$ cat config.mk
export PLATFORM = sky130hd
export DESIGN_NAME = tl45_wb_timer
export DESIGN_NICKNAME = d
export VERILOG_FILES = /design/src/rtl/tl45_io_pkg.sv /design/src/rtl/tl45_timer_counter.sv /design/src/rtl/tl45_wb_timer.sv
export SDC_FILE = /design/constraint.sdc
export NUM_CORES = 1
export LEC_CHECK = 0
export BUFFER_PORTS_ARGS = -buffer_cell sky130_fd_sc_hd__buf_4
export CORE_MARGIN = 4
export CORE_UTILIZATION = 50
export CTS_CLUSTER_DIAMETER = 50
export DETAILED_ROUTE_END_ITERATION = 8
export PLACE_DENSITY = 0.76
export SYNTH_ARGS = -nofsm -noshare
export SYNTH_HDL_FRONTEND = slang
export SYNTH_SLANG_ARGS = --single-unit
export TNS_END_PERCENT = 10
$ cat constraint.sdc
create_clock -name i_clk -period 3.4 [get_ports i_clk]
set_input_delay 0.17 -clock i_clk [delete_from_list [all_inputs] [get_ports i_clk]]
set_output_delay 0.17 -clock i_clk [all_outputs]
set_load 0.005 [all_outputs]
$ cat src/rtl/tl45_io_pkg.sv
// rtl/tl45_io_pkg.sv - shared IO-region constants, register map and FSM type for tl45 IO slaves
package tl45_io_pkg;

  localparam logic [15:0] IO_PREFIX = 16'h00ff;

  localparam logic [2:0] REG_CTRL    = 3'd0;
  localparam logic [2:0] REG_COUNT   = 3'd1;
  localparam logic [2:0] REG_COMPARE = 3'd2;
  localparam logic [2:0] REG_STATUS  = 3'd3;

  localparam int CTRL_EN      = 0;
  localparam int CTRL_RELOAD  = 1;
  localparam int CTRL_IRQ_EN  = 2;
  localparam int STATUS_MATCH = 0;

  localparam logic [31:0] COMPARE_RESET = 32'hffffffff;

  typedef enum logic [1:0] {
    ST_IDLE = 2'd0,
    ST_WAIT = 2'd1,
    ST_ACK  = 2'd2
  } state_t;

  function automatic logic [31:0] apply_sel(input logic [31:0] old_val,
                                            input logic [31:0] new_val,
                                            input logic [3:0]  sel);
    logic [31:0] merged;
    merged = old_val;
    for (int i = 0; i < 4; i++) begin
      if (sel[i]) merged[8*i +: 8] = new_val[8*i +: 8];
    end
    return merged;
  endfunction

endpackage

$ cat src/rtl/tl45_timer_counter.sv
// rtl/tl45_timer_counter.sv - COUNT/COMPARE/MATCH datapath with bus load, W1C and auto-reload
module tl45_timer_counter
  import tl45_io_pkg::*;
(
  input  logic        clk,
  input  logic        reset,
  input  logic        en,
  input  logic        reload,
  input  logic        count_load,
  input  logic [31:0] count_wdata,
  input  logic        compare_load,
  input  logic [31:0] compare_wdata,
  input  logic        match_clr,
  output logic [31:0] count,
  output logic [31:0] compare,
  output logic        match
);

  logic hit;
  assign hit = en && (count == compare);

  // Bus load wins over reload/increment; a match set wins over a clear.
  always_ff @(posedge clk) begin
    if (reset) begin
      count   <= '0;
      compare <= COMPARE_RESET;
      match   <= 1'b0;
    end else begin
      if (count_load)        count <= count_wdata;
      else if (hit && reload) count <= '0;
      else if (en)           count <= count + 32'd1;

      if (compare_load) compare <= compare_wdata;

      if (hit)            match <= 1'b1;
      else if (match_clr) match <= 1'b0;
    end
  end

endmodule

$ cat src/rtl/tl45_wb_timer.sv
// rtl/tl45_wb_timer.sv - Wishbone-classic timer slave; o_irq and CTRL.IRQ_EN only with TL45_TIMER_IRQ_EN
module tl45_wb_timer
  import tl45_io_pkg::*;
#(
  parameter logic [13:0] BASE_IDX    = 14'h0010,
  parameter int          WAIT_STATES = 0
) (
  input  logic        i_clk,
  input  logic        i_reset,
`ifdef TL45_TIMER_IRQ_EN
  output logic        o_irq,
`endif
  input  logic        i_wb_cyc,
  input  logic        i_wb_stb,
  input  logic        i_wb_we,
  input  logic [29:0] i_wb_addr,
  input  logic [31:0] i_wb_data,
  input  logic [3:0]  i_wb_sel,
  output logic        o_wb_ack,
  output logic        o_wb_err,
  output logic        o_wb_stall,
  output logic [31:0] o_wb_data
);

  localparam logic [3:0] WAIT_LOAD = (WAIT_STATES > 0) ? 4'(WAIT_STATES - 1) : 4'd0;

  state_t      state, state_next;
  logic [3:0]  wait_cnt;
  logic        req_we;
  logic [2:0]  req_off;
  logic [31:0] req_data;
  logic [3:0]  req_sel;

  logic        hit;
  logic        unmapped;
  logic        commit;
  logic        ctrl_en, ctrl_reload, ctrl_irq_en;
  logic [31:0] count_val, compare_val;
  logic        match;

  assign hit = i_wb_cyc && i_wb_stb && (i_wb_addr[29:14] == IO_PREFIX)
               && (i_wb_addr[13:3] == BASE_IDX[13:3]);
  assign unmapped = req_off[2];
  assign commit   = (state == ST_ACK) && req_we && !unmapped;

  always_ff @(posedge i_clk) begin
    if (i_reset) begin
      state    <= ST_IDLE;
      wait_cnt <= '0;
      req_we   <= 1'b0;
      req_off  <= '0;
      req_data <= '0;
      req_sel  <= '0;
    end else begin
      state <= state_next;
      if (state == ST_IDLE && hit) begin
        req_we   <= i_wb_we;
        req_off  <= i_wb_addr[2:0];
        req_data <= i_wb_data;
        req_sel  <= i_wb_sel;
        wait_cnt <= WAIT_LOAD;
      end else if (state == ST_WAIT) begin
        wait_cnt <= wait_cnt - 4'd1;
      end
    end
  end

  always_comb begin
    state_next = state;
    o_wb_ack   = 1'b0;
    o_wb_err   = 1'b0;
    o_wb_stall = 1'b0;
    case (state)
      ST_IDLE: begin
        if (hit) state_next = (WAIT_STATES > 0) ? ST_WAIT : ST_ACK;
      end
      ST_WAIT: begin
        o_wb_stall = 1'b1;
        if (!i_wb_cyc)           state_next = ST_IDLE;
        else if (wait_cnt == '0) state_next = ST_ACK;
      end
      ST_ACK: begin
        o_wb_stall = 1'b1;
        o_wb_ack   = 1'b1;
        o_wb_err   = unmapped;
        state_next = ST_IDLE;
      end
      default: state_next = ST_IDLE;
    endcase
  end

  always_ff @(posedge i_clk) begin
    if (i_reset) begin
      ctrl_en     <= 1'b0;
      ctrl_reload <= 1'b0;
    end else if (commit && req_off == REG_CTRL && req_sel[0]) begin
      ctrl_en     <= req_data[CTRL_EN];
      ctrl_reload <= req_data[CTRL_RELOAD];
    end
  end

`ifdef TL45_TIMER_IRQ_EN
  logic irq_q;

  always_ff @(posedge i_clk) begin
    if (i_reset) begin
      ctrl_irq_en <= 1'b0;
      irq_q       <= 1'b0;
    end else begin
      if (commit && req_off == REG_CTRL && req_sel[0]) ctrl_irq_en <= req_data[CTRL_IRQ_EN];
      irq_q <= match && ctrl_irq_en;
    end
  end

  assign o_irq = irq_q;
`else
  assign ctrl_irq_en = 1'b0;
`endif

  tl45_timer_counter u_counter (
    .clk           (i_clk),
    .reset         (i_reset),
    .en            (ctrl_en),
    .reload        (ctrl_reload),
    .count_load    (commit && req_off == REG_COUNT),
    .count_wdata   (apply_sel(count_val, req_data, req_sel)),
    .compare_load  (commit && req_off == REG_COMPARE),
    .compare_wdata (apply_sel(compare_val, req_data, req_sel)),
    .match_clr     (commit && req_off == REG_STATUS && req_sel[0] && req_data[STATUS_MATCH]),
    .count         (count_val),
    .compare       (compare_val),
    .match         (match)
  );

  // Read data is only driven during the ack of a read; COUNT shows its pre-edge value.
  always_comb begin
    o_wb_data = '0;
    if (state == ST_ACK && !req_we) begin
      case (req_off)
        REG_CTRL:    o_wb_data = {29'd0, ctrl_irq_en, ctrl_reload, ctrl_en};
        REG_COUNT:   o_wb_data = count_val;
        REG_COMPARE: o_wb_data = compare_val;
        REG_STATUS:  o_wb_data = {31'd0, match};
        default:     o_wb_data = '0;
      endcase
    end
  end

endmodule
Yosys cells after proc, flatten, opt, wreduce, memory -nomap -nowiden

Cells that the tools add are included.

Bits in registers: 113
Latch bits: 0
RAM bits: 0
ROM bits: 0
Output and inout bits: 35
Memories: 0

Add/subtract/negate cells: 2
Multiply operators: 0
Divide/modulo/power cells: 0
$lt $le $gt $ge: 0
Equality and inequality tests: 14
Shift-type cells: 0
Mux-type cells: 18
Bitwise operators: 0
Reduce and logical (&&, ||, !) cells: 34

Operators with widths:

| cell                    | number |
|---|---|
| $mux W32                | 4 |
| $pmux W32 S4            | 1 |
| $add A32 B1 Y32 const B | 1 |
| $eq A32 B32 Y1          | 1 |
| $mux W8                 | 4 |
| $reduce_and A2 Y1       | 9 |
| $eq A16 B8 Y1 const B   | 1 |
| $logic_and A1 B1 Y1     | 16 |
| $eq A11 B2 Y1 const B   | 1 |
| $ne A2 B2 Y1 const B    | 5 |
| $eq A3 B2 Y1 const B    | 2 |
| $mux W2                 | 3 |
| $mux W1                 | 5 |
| $logic_not A4 Y1        | 1 |
| $pmux W2 S2             | 1 |
| $reduce_or A2 Y1        | 2 |
| $sub A4 B1 Y4 const B   | 1 |
| $eq A3 B1 Y1 const B    | 1 |
| $logic_not A3 Y1        | 1 |
| $ne A3 B2 Y1 const B    | 1 |
| $reduce_bool A3 Y1      | 1 |
| $eq A2 B1 Y1 const B    | 1 |
| $eq A2 B2 Y1 const B    | 1 |
| $logic_not A1 Y1        | 2 |
| other kinds (2)         | 2 |

Longest topological paths before layout

Depth in word-level cells: 8
Depth in mapped cells: 10
Gate-level depth less buffers: 8

Cells and area by module

From an unflattened synthesis, not the netlist that was laid out.

Cells, all modules: 860
Area, all modules: 6751.5 sq um

By module, submodules not included:

| module             | times used | cells an instance | area an instance (sq um) | seq. area each (sq um) |
|---|---|---|---|---|
| tl45_timer_counter | 1          | 410               | 3545.9                   | 1301.2 |
| tl45_wb_timer      | 1          | 450               | 3205.6                   | 860.8 |

Worst setup path after synthesis

No wires, ideal clock.

Kind: register -> register
From: reg u_counter.count[0]
To: reg u_counter.count[18]
Arrival: 2.029 ns
Data required time: 3.297 ns
Slack: 1.268 ns
Cell stages (with the launch flop): 8
Path buffers: 0
Clock period less this slack: 2.132 ns
Cell sequence: dfxtp_1 -> ha_1 -> and3_1 -> nand3_1 -> or3_1 -> o41ai_1 -> a21oi_1 -> a2111oi_2

Cells in the longest elaborated chain, start to end: 5
Elaborated cells on any way between the ends: 9
Those cells by class: add/sub: 1; eq/ne: 1; mux: 3; reduce/logical: 4

RTL lines:

| element                                                                 | RTL line                 | source |
|---|---|---|
| start, declared                                                         | tl45_timer_counter.sv:14 | `output logic [31:0] count,` |
| start signal, assigned                                                  | tl45_timer_counter.sv:29 | `if (count_load) count <= count_wdata;` |
| start signal, assigned                                                  | tl45_timer_counter.sv:31 | `else if (en) count <= count + 32'd1;` |
| parallel branches: the longest is 5 deep, another holds $add A32 B1 Y32 | n/a                      |  |

Several ways; the timed one is not identified. The select of a mux whose other input is x is not followed.
A chain may end at the register's enable or synchronous reset.

Worst setup path after layout

From: reg u_counter.count[7]
To: reg u_counter.count[28]

Same word-level chain as after synthesis.

==> metrics.md <==
| Metric | Value |
|---|---|
| Status | `completed` |
| Crit-path max cell delay | `540 ps` |
| Post-DR wirelength/cell | `19.47 um` |
| Drt first-iter violations | `684` |
| Largest net degree at the start of global routing | `48` |
| Top cell type's share of synthesized area | `36.57%` |
| CTS clk-pin slew, worst paths | `80 ps` |
| Layout Nets | `887` |
| Num ports | `106` |
| Max Slew Vio Count | `0` |
| Worst vdd ir | `0.3924 mV` |
| Syn nets | `811` |
| Slowest CP cell | `dfxtp_1` |
| CTS Sinks | `108` |
| First-pass iteration count of the detailed router | `6` |
| Tcrit/Tclk final | `78.75%` |
| Post-cts gate resize count | `0` |
| Number of nets with antenna violations after routing | `0` |
| Post-synthesis cell area | `5912 um2` |
| Post-synthesis cell count | `739` |
| FFs w/ async S/R, synth | `0%` |
| Wirelength, routed | `18750 um` |
| Seq/Total Area, Yosys | `36.57%` |
| Final hold slack | `33.19 ps` |
| Final setup TNS | `0 ps` |
| Synth-to-layout area growth | `19.66%` |
| Final Cell Area | `7074 um2` |
| Area contributors post-synth | `dfxtp_1 (37%), mux2i_1 (7.6%), nor2_1 (6.9%)` |
| DIE HEIGHT | `116.7 um` |
| Share of layout cells above drive strength 1 | `19.27%` |
| Number of enable flip-flop cells after synthesis | `0` |
| Vias in the first global route | `5628` |
| Worst path required time | `3630 ps` |
| Top FF cell, synth | `dfxtp_1` |
| Final hold vios | `0` |
| Register bit count reported by yosys | `108` |
| CTS Buf Count | `9` |
| Post-Syn Area per Cell | `8.000 um2` |
| WP data arrival | `2910 ps` |
| DP Wirelength | `13850 um` |
| H-tree depth | `3` |
| Worst path cell trace | `nor2b_1 > a2111oi_1 > nand4_1 > nor4_4 > buf_4 > nor2_1 > a221oi_2 > nor3_1` |
| Via count | `5876` |
| First-pass GRT wire length | `29630 um` |
| Final Setup Violations | `0` |
| Clock tree buffer depth | `2` |
| FMAX | `0.3735 GHz` |
| Total setup buffers inserted after CTS | `0` |
| Total global routing overflow | `0` |
| Detailed-route DRC error count | `0` |
| Port Buffer Count | `105` |
| Initial Util | `51.34%` |
| GRT Util Overall | `28.05%` |
| Antenna Cells | `0` |
| Yosys top cell by area | `dfxtp_1` |
| CTS root buf | `clkbuf_16` |
| Fin crit period | `2678 ps` |
| Die Span X | `116.7 um` |
| Tightest Hold Check Type | `input pin to register` |
| CP max FO | `9` |
| Core area | `11520 um2` |
| Worst slew pin tran | `759.1 ps` |
| Worst-case clock skew | `10.93 ps` |
| Initial antenna violation count | `0` |
| Final core utilization | `61.43%` |
| Die area | `13630 um2` |
| Vias per inst | `6.102` |
| Library cells used by synthesis | `66` |
| CTS tree | `done` |
| Power Dens Cells | `349.9 nW/um2` |
| Hold_buf cts | `0` |
| CP endpoint kind | `register` |
| RSZ-0062 raised after global routing | `no` |
| Gpl congestion | `0.9811` |
| Max_cap viols | `0` |
| LEAKAGE | `2.616 nW` |
| Ys Warns | `0` |
| Slew margin rel. | `49.21%` |
| Clock latency on the worst-skew pair | `370 ps` |
| Setup Crit Path Kind | `register to register` |
| Placed Area | `6755 um2` |
| CP startpoint kind | `register` |
| Std cell rows | `39` |
==> cell type report <==
cell class / instances / area [um2]
repair buffers: 122 / 915.9
clock inverters: 7 / 93.84
fillers: 1042 / 4442
multi-input cells: 559 / 3442
inverters: 15 / 56.30
well taps: 143 / 178.9
flip-flops and latches: 108 / 2162
clock buffers: 9 / 225.2
==> where the power goes <==
group,switching [mW],internal [mW]
clock,0.522,0.593
combinational,0.0351,0.0586
sequential,0.00194,1.26
total,0.559,1.92
==> logic make-up (layout without fill, tap and decap cells) <==
kind of cell / Yosys count / count (layout) / share of synthesized area (%)
AO/OA/AOI/OAI: 132 / 132 / 15.83
AND/OR/NAND/NOR: 347 / 347 / 28.85
buffers and inverters: 72 / 153 / 5.481
flip-flops: 108 / 108 / 36.57
XOR/XNOR: 32 / 32 / 4.868
adder cells (fa/ha/maj): 1 / 1 / 0.2116
multiplexers: 47 / 47 / 8.190
==> worst paths after layout <==
| path | start | endpoint | slack (ps) | depth (start not counted) |
|---|---|---|---|---|
| worst max-delay path | u_counter.count[7] | u_counter.count[28] | 720 | 8 |
| worst min-delay path | i_wb_data[10] | req_data[10] | 30 | 3 |
| worst min register to register | req_data[4] | u_counter.compare[4] | 490 | 2 |
| worst max register to register | u_counter.count[7] | u_counter.count[28] | 720 | 8 |
==> metrics by stage <==
stage | power (mW) | instances | setup slack, ps
3_5_place_dp | 1.390 | 947 | 745.9
4_1_cts | 2.494 | 963 | 730.5
5_1_grt | 2.553 | 963 | 521.6
2_1_floorplan | 1.321 | 739 | 1268
6_report | 2.475 | 963 | 722.5
3_3_place_gp | 1.388 | 947 | 797.3
==> per-layer routing <==
layer | GRT usage (%) | vias to the layer above | part of all wire [%] | wire, um
met5 | 0 | - | 0 | 0
met4 | 9.404 | 0 | 2.7 | 504
met3 | 6.839 | 50 | 8.6 | 1604
met2 | 45.66 | 280 | 47 | 8737
met1 | 36.51 | 2749 | 42 | 7900
li1 | - | 2797 | - | -
==> cells in the mapped netlist (all sizes together), types with 4 or more instances <==
master   count
nand3       43
clkbuf      39
and3        13
a2111oi      4
o31ai        5
nand4        9
nor2       109
buf         18
nor3        12
and2         4
inv         14
nor2b       10
xnor2       12
mux2i       45
o21ai       25
or3          5
xor2        20
nand3b      11
a22oi       37
a31oi       14
a21oi       14
o221ai      12
dfxtp      108
or4          5
nand2       94
nor4        16
==> state kept, by name, indices dropped and copies added, names as in the netlist <==
name,cells
req_data,32
u_counter.compare,32
u_counter.count,32
req_sel,4
req_off,3
ctrl_en,1
ctrl_reload,1
req_we,1
state,1
u_counter.match,1
==> layout by cell type, fill, tap and decap left out, types with 5 or more instances in the layout <==
cell type / instances
a21oi_1: 14
a22oi_1: 37
a31oi_1: 14
and3_1: 13
buf_4: 122
clkbuf_16: 9
dfxtp_1: 108
inv_1: 13
mux2i_1: 45
nand2_1: 94
nand3_1: 43
nand3b_1: 11
nand4_1: 8
nor2_1: 108
nor2b_1: 10
nor3_1: 12
nor4_1: 10
o21ai_0: 17
o21ai_1: 8
o221ai_1: 12
o31ai_1: 5
or3_1: 5
xnor2_1: 11
xor2_1: 20
==> worst max-delay path, delay by kind of cell (launching register included) <==
family,cells,cell delay (ps)
and+or+nand+nor,5,1010
AOI/OAI and AO/OA,2,770
DFF,1,540
buffers and inverters,1,240
Note: power is estimated with default switching activity, not from simulation.
